## src/rtl/p_bus_arbiter_if.sv

```systemverilog
// Shared-bus handshake bundle between NB_INS requesters, the arbiter and the bus consumer.
interface p_bus_arbiter_if #(
    parameter int unsigned BUS_WIDTH = 4,
    parameter int unsigned NB_INS    = 3
);
    logic [NB_INS-1:0]           req;
    logic [NB_INS-1:0]           in_last;
    logic [NB_INS*BUS_WIDTH-1:0] in_buses;
    logic [NB_INS-1:0]           in_ack;
    logic [NB_INS-1:0]           grant;
    logic [BUS_WIDTH-1:0]        out_bus;
    logic                        out_valid;
    logic                        out_last;
    logic                        out_ready;

    // Requesters and consumer side.
    modport master (
        output req, in_last, in_buses, out_ready,
        input  in_ack, grant, out_bus, out_valid, out_last
    );

    // Arbiter side.
    modport slave (
        input  req, in_last, in_buses, out_ready,
        output in_ack, grant, out_bus, out_valid, out_last
    );
endinterface

```

## src/rtl/p_bus_arbiter.sv

```systemverilog
// Round-robin burst arbiter: merges the granted requester's slice onto a
// registered valid/ready output stage, holding grant until last beat or MAX_BURST.
module p_bus_arbiter #(
    parameter int unsigned BUS_WIDTH = 4,
    parameter int unsigned NB_INS    = 3,
    parameter int unsigned MAX_BURST = 4
) (
    input  logic              clk,
    input  logic              rst_n,
    p_bus_arbiter_if.slave    bus
);

    localparam int unsigned PTR_W = (NB_INS > 1) ? $clog2(NB_INS) : 1;
    localparam int unsigned CNT_W = $clog2(MAX_BURST) + 1;

    typedef enum logic {
        IDLE  = 1'b0,
        GRANT = 1'b1
    } state_t;

    state_t               state;
    logic [NB_INS-1:0]    grant_q;
    logic [PTR_W-1:0]     gnt_idx;
    logic [PTR_W-1:0]     ptr;
    logic [CNT_W-1:0]     beat_cnt;
    logic [BUS_WIDTH-1:0] out_bus_q;
    logic                 out_valid_q;
    logic                 out_last_q;

    logic                 win_found;
    logic [PTR_W-1:0]     win_idx;
    logic [BUS_WIDTH-1:0] merged;
    logic [NB_INS-1:0]    ack_vec;
    logic                 ack_any;
    logic                 rel_beat;
    logic [PTR_W-1:0]     ptr_next;

    // Round-robin search starting at ptr, wrapping mod NB_INS.
    always_comb begin : arb_search
        logic [PTR_W-1:0] cand;
        cand      = '0;
        win_found = 1'b0;
        win_idx   = '0;
        for (int unsigned k = 0; k < NB_INS; k++) begin
            cand = PTR_W'((32'(ptr) + k) % NB_INS);
            if (!win_found && bus.req[cand]) begin
                win_found = 1'b1;
                win_idx   = cand;
            end
        end
    end

    // Grant-gated AND/OR merge of all requester slices.
    always_comb begin
        merged = '0;
        for (int unsigned j = 0; j < NB_INS; j++) begin
            merged = merged | (bus.in_buses[j*BUS_WIDTH +: BUS_WIDTH] & {BUS_WIDTH{grant_q[j]}});
        end
    end

    // Beat acceptance; grant is zero in IDLE so no ack can occur there.
    always_comb begin
        ack_vec  = grant_q & bus.req & {NB_INS{~out_valid_q | bus.out_ready}};
        ack_any  = |ack_vec;
        rel_beat = ack_any & ((|(ack_vec & bus.in_last)) ||
                              (beat_cnt == CNT_W'(MAX_BURST - 1)));
        ptr_next = (gnt_idx == PTR_W'(NB_INS - 1)) ? '0 : PTR_W'(gnt_idx + 1'b1);
    end

    // Arbitration FSM and output register stage.
    always_ff @(posedge clk) begin
        if (!rst_n) begin
            state       <= IDLE;
            grant_q     <= '0;
            gnt_idx     <= '0;
            ptr         <= '0;
            beat_cnt    <= '0;
            out_bus_q   <= '0;
            out_valid_q <= 1'b0;
            out_last_q  <= 1'b0;
        end else begin
            case (state)
                IDLE: begin
                    if (win_found) begin
                        grant_q  <= NB_INS'(1) << win_idx;
                        gnt_idx  <= win_idx;
                        beat_cnt <= '0;
                        state    <= GRANT;
                    end
                end
                GRANT: begin
                    if (ack_any) begin
                        beat_cnt <= beat_cnt + 1'b1;
                        if (rel_beat) begin
                            grant_q <= '0;
                            ptr     <= ptr_next;
                            state   <= IDLE;
                        end
                    end
                end
                default: state <= IDLE;
            endcase

            // Output stage: load on ack, otherwise drain when consumer is ready.
            if (ack_any) begin
                out_bus_q   <= merged;
                out_valid_q <= 1'b1;
                out_last_q  <= rel_beat;
            end else if (bus.out_ready) begin
                out_valid_q <= 1'b0;
                out_last_q  <= 1'b0;
            end
        end
    end

    assign bus.in_ack    = ack_vec;
    assign bus.grant     = grant_q;
    assign bus.out_bus   = out_bus_q;
    assign bus.out_valid = out_valid_q;
    assign bus.out_last  = out_last_q;

endmodule

```

## src/flat_wrapper.sv

```systemverilog
// flat-port wrapper written by rule: the top's interface ports become plain ports
module p_bus_arbiter_flat 
#(
    parameter int unsigned BUS_WIDTH = 4,
    parameter int unsigned NB_INS    = 3,
    parameter int unsigned MAX_BURST = 4
)
  (clk, rst_n, bus_req, bus_in_last, bus_in_buses, bus_out_ready, bus_in_ack, bus_grant, bus_out_bus, bus_out_valid, bus_out_last);
  p_bus_arbiter_if #(.BUS_WIDTH(BUS_WIDTH), .NB_INS(NB_INS)) bus_i ();
  input  logic clk;
  input  logic rst_n;
  input wire logic [$bits(bus_i.req)-1:0] bus_req;
  input wire logic [$bits(bus_i.in_last)-1:0] bus_in_last;
  input wire logic [$bits(bus_i.in_buses)-1:0] bus_in_buses;
  input wire logic [$bits(bus_i.out_ready)-1:0] bus_out_ready;
  output wire logic [$bits(bus_i.in_ack)-1:0] bus_in_ack;
  output wire logic [$bits(bus_i.grant)-1:0] bus_grant;
  output wire logic [$bits(bus_i.out_bus)-1:0] bus_out_bus;
  output wire logic [$bits(bus_i.out_valid)-1:0] bus_out_valid;
  output wire logic [$bits(bus_i.out_last)-1:0] bus_out_last;
  assign bus_i.req = bus_req;
  assign bus_i.in_last = bus_in_last;
  assign bus_i.in_buses = bus_in_buses;
  assign bus_i.out_ready = bus_out_ready;
  assign bus_in_ack = bus_i.in_ack;
  assign bus_grant = bus_i.grant;
  assign bus_out_bus = bus_i.out_bus;
  assign bus_out_valid = bus_i.out_valid;
  assign bus_out_last = bus_i.out_last;
  p_bus_arbiter #(.BUS_WIDTH(BUS_WIDTH), .NB_INS(NB_INS), .MAX_BURST(MAX_BURST)) u_core (.clk(clk), .rst_n(rst_n), .bus(bus_i));
endmodule
```

## config.mk

```make
export PLATFORM = sky130hd
export DESIGN_NAME = p_bus_arbiter_flat
export DESIGN_NICKNAME = d
export VERILOG_FILES = /design/src/rtl/p_bus_arbiter_if.sv /design/src/rtl/p_bus_arbiter.sv /design/src/flat_wrapper.sv
export SDC_FILE = /design/constraint.sdc
export NUM_CORES = 1
export LEC_CHECK = 0
export ABC_CLOCK_PERIOD_IN_PS = 4000
export CAP_MARGIN = 20
export CORE_ASPECT_RATIO = 1.75
export CORE_MARGIN = 2
export CORE_UTILIZATION = 50
export DETAILED_ROUTE_END_ITERATION = 16
export GPL_TIMING_DRIVEN = 0
export PLACE_DENSITY_LB_ADDON = 0.08
export SLEW_MARGIN = 20
export SYNTH_ARGS = -nofsm -noshare
export SYNTH_HDL_FRONTEND = slang
export SYNTH_SLANG_ARGS = --single-unit
```

## constraint.sdc

```tcl
create_clock -name clk -period 4 [get_ports clk]
set_input_delay 1 -clock clk [delete_from_list [all_inputs] [get_ports clk]]
set_output_delay 1 -clock clk [all_outputs]
set_load 0.01 [all_outputs]
```

-- Word level (Yosys, flattened, before mapping)
Cells that the tools add are included.
W data, S select, Z words.
- register bits after elaboration: 17
- input port bits: 21
- output and inout port bits: 12
- word-level logic and storage cells: 75
- $add $sub $neg: 4
- div/mod/pow operators: 3
- $lt $le $gt $ge: 3
- equal/unequal tests: 5
- shifts and indexed selects: 1
- mux-type cells: 27
- bitwise logic cells: 12
- reduce and logical (&&, ||, !) cells: 12
- operator list (kind ; number):
    $mod A32 B2 Y32 const B ; 2
    $mod A2 B2 Y32 const B ; 1
    $mux W3 ; 5
    $and A4 B4 Y4 ; 3
    $mux W1 ; 12
    $pmux W3 S2 ; 2
    $and A3 B3 Y3 ; 3
    $lt A2 B3 Y1 const B ; 3
    $mux W2 ; 4
    $or A4 B4 Y4 ; 2
    $bmux W1 S2 ; 3
    $reduce_and A3 Y1 ; 2
    $reduce_or A3 Y1 ; 2
    $ne A2 B2 Y1 const B ; 2
    $reduce_and A2 Y1 ; 2
    $add A2 B1 Y3 const B ; 1
    $add A2 B2 Y3 const B ; 1
    $add A3 B1 Y3 const B ; 1
    $eq A3 B2 Y1 const B ; 1
    $shl A1 B2 Y3 const A ; 1
    $add A2 B1 Y2 const B ; 1
    $eq A2 B2 Y1 const B ; 1
    $logic_and A1 B1 Y1 ; 2
    $logic_not A1 Y1 ; 2
    7 further kinds ; 8

-- Depth between registers and ports, before layout
- depth after elaboration: 13
- mapped depth: 8
- mapped depth without buffers: 7

-- Least setup slack after synthesis
No wires, ideal clock.
- path type: input-to-output
- start point: input bus_out_ready
- end point: output bus_in_ack[0]
- arrival: 1370 ps
- data required time: 3000 ps
- setup slack: 1630 ps
- stages on the path: 2
- path buffers: 0
- path through: nor2b_1 nor2_1
- cells in the longest elaborated chain, start to end: 2
- RTL lines (element ; line ; RTL):
    from (decl) ; flat_wrapper.sv:15 ; input wire logic [$bits(bus_i.out_ready)-1:0] bus_out_ready;
    $or A1 B1 Y1 ; p_bus_arbiter.sv:63 ; ack_vec = grant_q & bus.req & {NB_INS{~out_valid_q | bus.out_ready}};
    $and A3 B3 Y3 ; p_bus_arbiter.sv:63 ;
    to (decl) ; flat_wrapper.sv:16 ; output wire logic [$bits(bus_i.in_ack)-1:0] bus_in_ack;
No other way between the ends.

-- Worst setup path in the final report
- start point: input bus_req[1]
- end point: output bus_in_ack[1]
- cells in the longest elaborated chain, start to end: 2
- RTL lines (element ; line ; RTL):
    from (decl) ; flat_wrapper.sv:12 ; input wire logic [$bits(bus_i.req)-1:0] bus_req;
    $and A3 B3 Y3 (2 in series) ; p_bus_arbiter.sv:63 ;
No other way between the ends.

==> run_results.csv <==
group,metric,value,unit
clock_tree,cts_tree,"done",
floorplanning,dieArea,2717,um2
global_routing,grt_antenna_before_repair,0,
floorplanning,core_area,2245,um2
sta,relSlewSlack,0.7283,
pwr,p_sw,0.1091,mW
sta,final.min_clock_period,3.462,ns
clock_tree,cts-resized-gates,0,
pwr,clkPwrFrac,0.307,
clock_tree,numCtsBuffers,3,
sta,finClkSkew,0.003831,ns
synth,async_flop_share,0,
sta,drv_slew,0,
clock_tree,cts_root_buf,"clkbuf_8",
route,drt-initial-drc-count,29,
final_layout,diodes,0,
worst_setup_path,ff2ff_setup_slack,1.98,ns
clock_tree,postCtsHoldBufs,0,
route,vias,1157,
worst_setup_path,path_depth,4,
pwr,power_density,264.7,nW/um2
pwr,combPwrFrac,0.234,
global_routing,grt_first_pass_wirelength,4519,um
final_layout,seq_area,340.3,um2
route,drc,0,
worst_setup_path,worst_path_max_delay_cell,"clkdlybuf4s50_1",
clock_tree,clkLatencyLatePin,0.25,ns
final_layout,drive_above_1_share,0.1377,
worst_setup_path,rr_worst_depth,8,
floorplanning,die_width,40.27,um
route,detail-route-antenna-nets,0,
global_routing,grt_use_met3,0.01974,
route,routed_wirelength,2856,um
worst_setup_path,path_delay_family,"buffers and inverters",
synth,synthMuxAreaShare,0.04674,
sta,period_share,0.8654,
synth,yosys.area_share.adder,0.06522,
floorplanning,fp-row-count,23,
place,gp_congestion,0.8613,
worst_setup_path,cp.required,3.00,ns
pwr,ir_worst_vdd,0.2579,mV
synth,synthSimpleGateAreaFrac,0.2326,
run,maxCapViolations,0,
pwr,p_sw_frac,0.2679,
global_routing,grt_max_degree,11,
sta,tightest_slew,0.4031,ns
synth,synth_top_family_by_area,"compound AO/OA/AOI/OAI gates",
worst_setup_path,cpMostUsedCell,"clkdlybuf4s50_1",
worst_setup_path,end_kind,"output pin",
sta,setup_viol,0,
outcome,status,"completed",
floorplanning,initial_core_util,0.5128,
synth,yosysUniqueCellTypes,44,
worst_setup_path,reg2reg_from,"u_core.ptr[0]$_SDFFE_PN0P_",
synth,synth-compound-area-share,0.3141,
worst_setup_path,cp-start-kind,"input port",
worst_setup_path,worstSetupEndpoint,"bus_in_ack[1]",
worst_setup_path,slowest_delay,0.61,ns
sta,finalSetupTns,0,ns
final_layout,final_nets,195,
clock_tree,clkSlewWorstSetupHoldPaths,0.06,ns
synth,syn_area_per_cell,8.720,um2
sta,rsz0062_at_grt,"no",
synth,synth_edf_count,0,
hold_path,holdCritPathClass,"flip-flop to flip-flop",
worst_setup_path,cp_max_fo,7,
pwr,p_leak,0.5491,nW
global_routing,met2_usage,0.4738,
global_routing,gr-usage-met1,0.2319,
final_layout,area_delta_synth_final,33.70,%
clock_tree,cts_sinks,17,
worst_setup_path,critPathArrivalTime,2.46,ns
worst_setup_path,r2r-end,"u_core.bus.grant[0]$_SDFFE_PN0P_",
final_layout,fillers,187,
floorplanning,chipHeight,67.48,um
global_routing,first_global_vias,1069,
clock_tree,clk_path_buf_depth,2,
global_routing,grt_usage,0.2335,
place,port_buffers,31,
synth,ys_seq_area_frac,0.2957,
final_layout,layout_commonest_cell,"clkdlybuf4s50_1",
clock_tree,htree_levels,1,
global_routing,overflow,0,
global_routing,grt.busiest_layer,"met2",
place,dp_hpwl,2393,um
synth,ys.flop_type,"dfxtp_1",
worst_setup_path,worstSetupPathType,"input port to output pin",
synth,syn-num-nets,159,
final_layout,layout_common_cells,"31 x clkdlybuf4s50_1, 17 x dfxtp_1, 13 x nor2_1",
synth,synth-seq-cells,17,
worst_setup_path,crit_buf_inv,2,
floorplanning,io_pins,33,
synth,synth_cells,132,
pwr,p_int,0.2982,mW
synth,ys_warn_count,0,
final_layout,multiInputGateArea,758.2,um2
synth,synthXorXnorAreaFrac,0,
worst_setup_path,path_cells,"clkdlybuf4s50_1 -> nand2_1 -> nor2_1 -> clkdlybuf4s50_1",
sta,max_freq,0.2889,GHz
place,pre_cts_ws,0.5396,ns
clock_tree,cts_setup_buffers,0,
synth,synth_area,1151,um2
route,wire_per_inst,14.88,um
sta,final_hold_viol_count,0,
sta,setup_ws,0.5385,ns
route,viasPerCell,6.026,
pwr,p_seq_frac,0.459,
route,dr.pass1.iters,4,
worst_setup_path,worstSetupStartpoint,"bus_req[1]",
## worst register-to-register path: stages, from the launching register on
cell     delay [ns]
dfxtp_1        0.39
inv_1          0.08
ha_1           0.37
buf_2          0.26
mux2i_1        0.22
nor2_1         0.06
o21ai_0        0.19
o21ai_0        0.13
a41o_1         0.22
## state kept, by name, indices dropped and copies added, names as in the netlist
name and cells:
u_core.beat_cnt 3, u_core.bus.out_valid 1, u_core.state 1, u_core.bus.out_last 1
u_core.gnt_idx 2, u_core.bus.out_bus 4, u_core.ptr 2, u_core.bus.grant 3
## through the flow
stage	std cells	cell area (um2)	util	hold slack (ns)	power (mW)
final	192	1539	0.6856	0.4635	0.4073
after floorplan	132	1151	-	0.4321	0.2380
after detailed placement	188	1493	0.6650	0.4603	0.2860
after global placement	188	1493	0.6650	0.4427	0.2835
after global routing	192	1539	0.6856	0.4974	0.4273
after CTS	192	1539	0.6856	0.4689	0.4105
## final cells by class
cell class | count | area share
Buffer | 5 | 0.01951
Clock buffer | 3 | 0.02683
Clock inverter | 1 | 0.003252
Inverter | 6 | 0.01463
Multi-Input combinational cell | 104 | 0.4927
Sequential cell | 17 | 0.2211
Tap cell | 25 | 0.02033
Timing Repair Buffer | 31 | 0.2016
## cells in the mapped netlist (2+ instances only)
master / count / area, um2
a211oi_1: 5 / 37.54
a21bo_2: 2 / 20.02
a21oi_1: 8 / 40.04
a222oi_1: 4 / 40.04
buf_2: 3 / 15.01
dfxtp_1: 17 / 340.3
ha_1: 6 / 75.07
inv_1: 5 / 18.77
mux2i_1: 4 / 40.04
nand2_1: 12 / 45.04
nand2b_1: 2 / 12.51
nand3_1: 2 / 10.01
nand3b_1: 7 / 52.55
nand4_1: 3 / 18.77
nor2_1: 13 / 48.80
nor2b_1: 3 / 18.77
o211ai_1: 3 / 22.52
o21ai_0: 5 / 25.02
o21ai_1: 2 / 10.01
or4_1: 2 / 15.01
## per-layer routing
| layer | vias up | routed length [um] |
|---|---|---|
| met4 | 0 | 19 |
| met5 | - | 0 |
| met2 | 26 | 1701 |
| met1 | 555 | 1070 |
| li1 | 572 | - |
| met3 | 4 | 64 |
## kinds of logic after synthesis
family,count (synthesis)
simple gates,49
flops,17
compound gates,44
buf+inv,11
mux,5
fa+ha+maj,6
## how the worst min path moves through the flow
stage	start	to	slack, ns	cells past startpoint
finish	u_core.beat_cnt[1]$_SDFFE_PN0P_	u_core.beat_cnt[1]$_SDFFE_PN0P_	0.46	2
global placement	u_core.beat_cnt[1]$_SDFFE_PN0P_	u_core.beat_cnt[1]$_SDFFE_PN0P_	0.44	2
floorplan	u_core.beat_cnt[1]$_SDFFE_PN0P_	u_core.beat_cnt[1]$_SDFFE_PN0P_	0.43	2
global route	u_core.beat_cnt[1]$_SDFFE_PN0P_	u_core.beat_cnt[1]$_SDFFE_PN0P_	0.50	2
detailed placement	u_core.beat_cnt[1]$_SDFFE_PN0P_	u_core.beat_cnt[1]$_SDFFE_PN0P_	0.46	2
CTS	u_core.beat_cnt[1]$_SDFFE_PN0P_	u_core.beat_cnt[1]$_SDFFE_PN0P_	0.47	2
## power groups by stage
stage | Combinational [mW] | Sequential, mW | Clock, mW
final | 0.0953 | 0.187 | 0.125
after floorplan | 0.0464 | 0.192 | 0
after global routing | 0.104 | 0.188 | 0.135
after detailed placement | 0.0952 | 0.191 | 0
after CTS | 0.0961 | 0.187 | 0.127
after global placement | 0.0930 | 0.191 | 0
(Power assumes the default switching activity.)
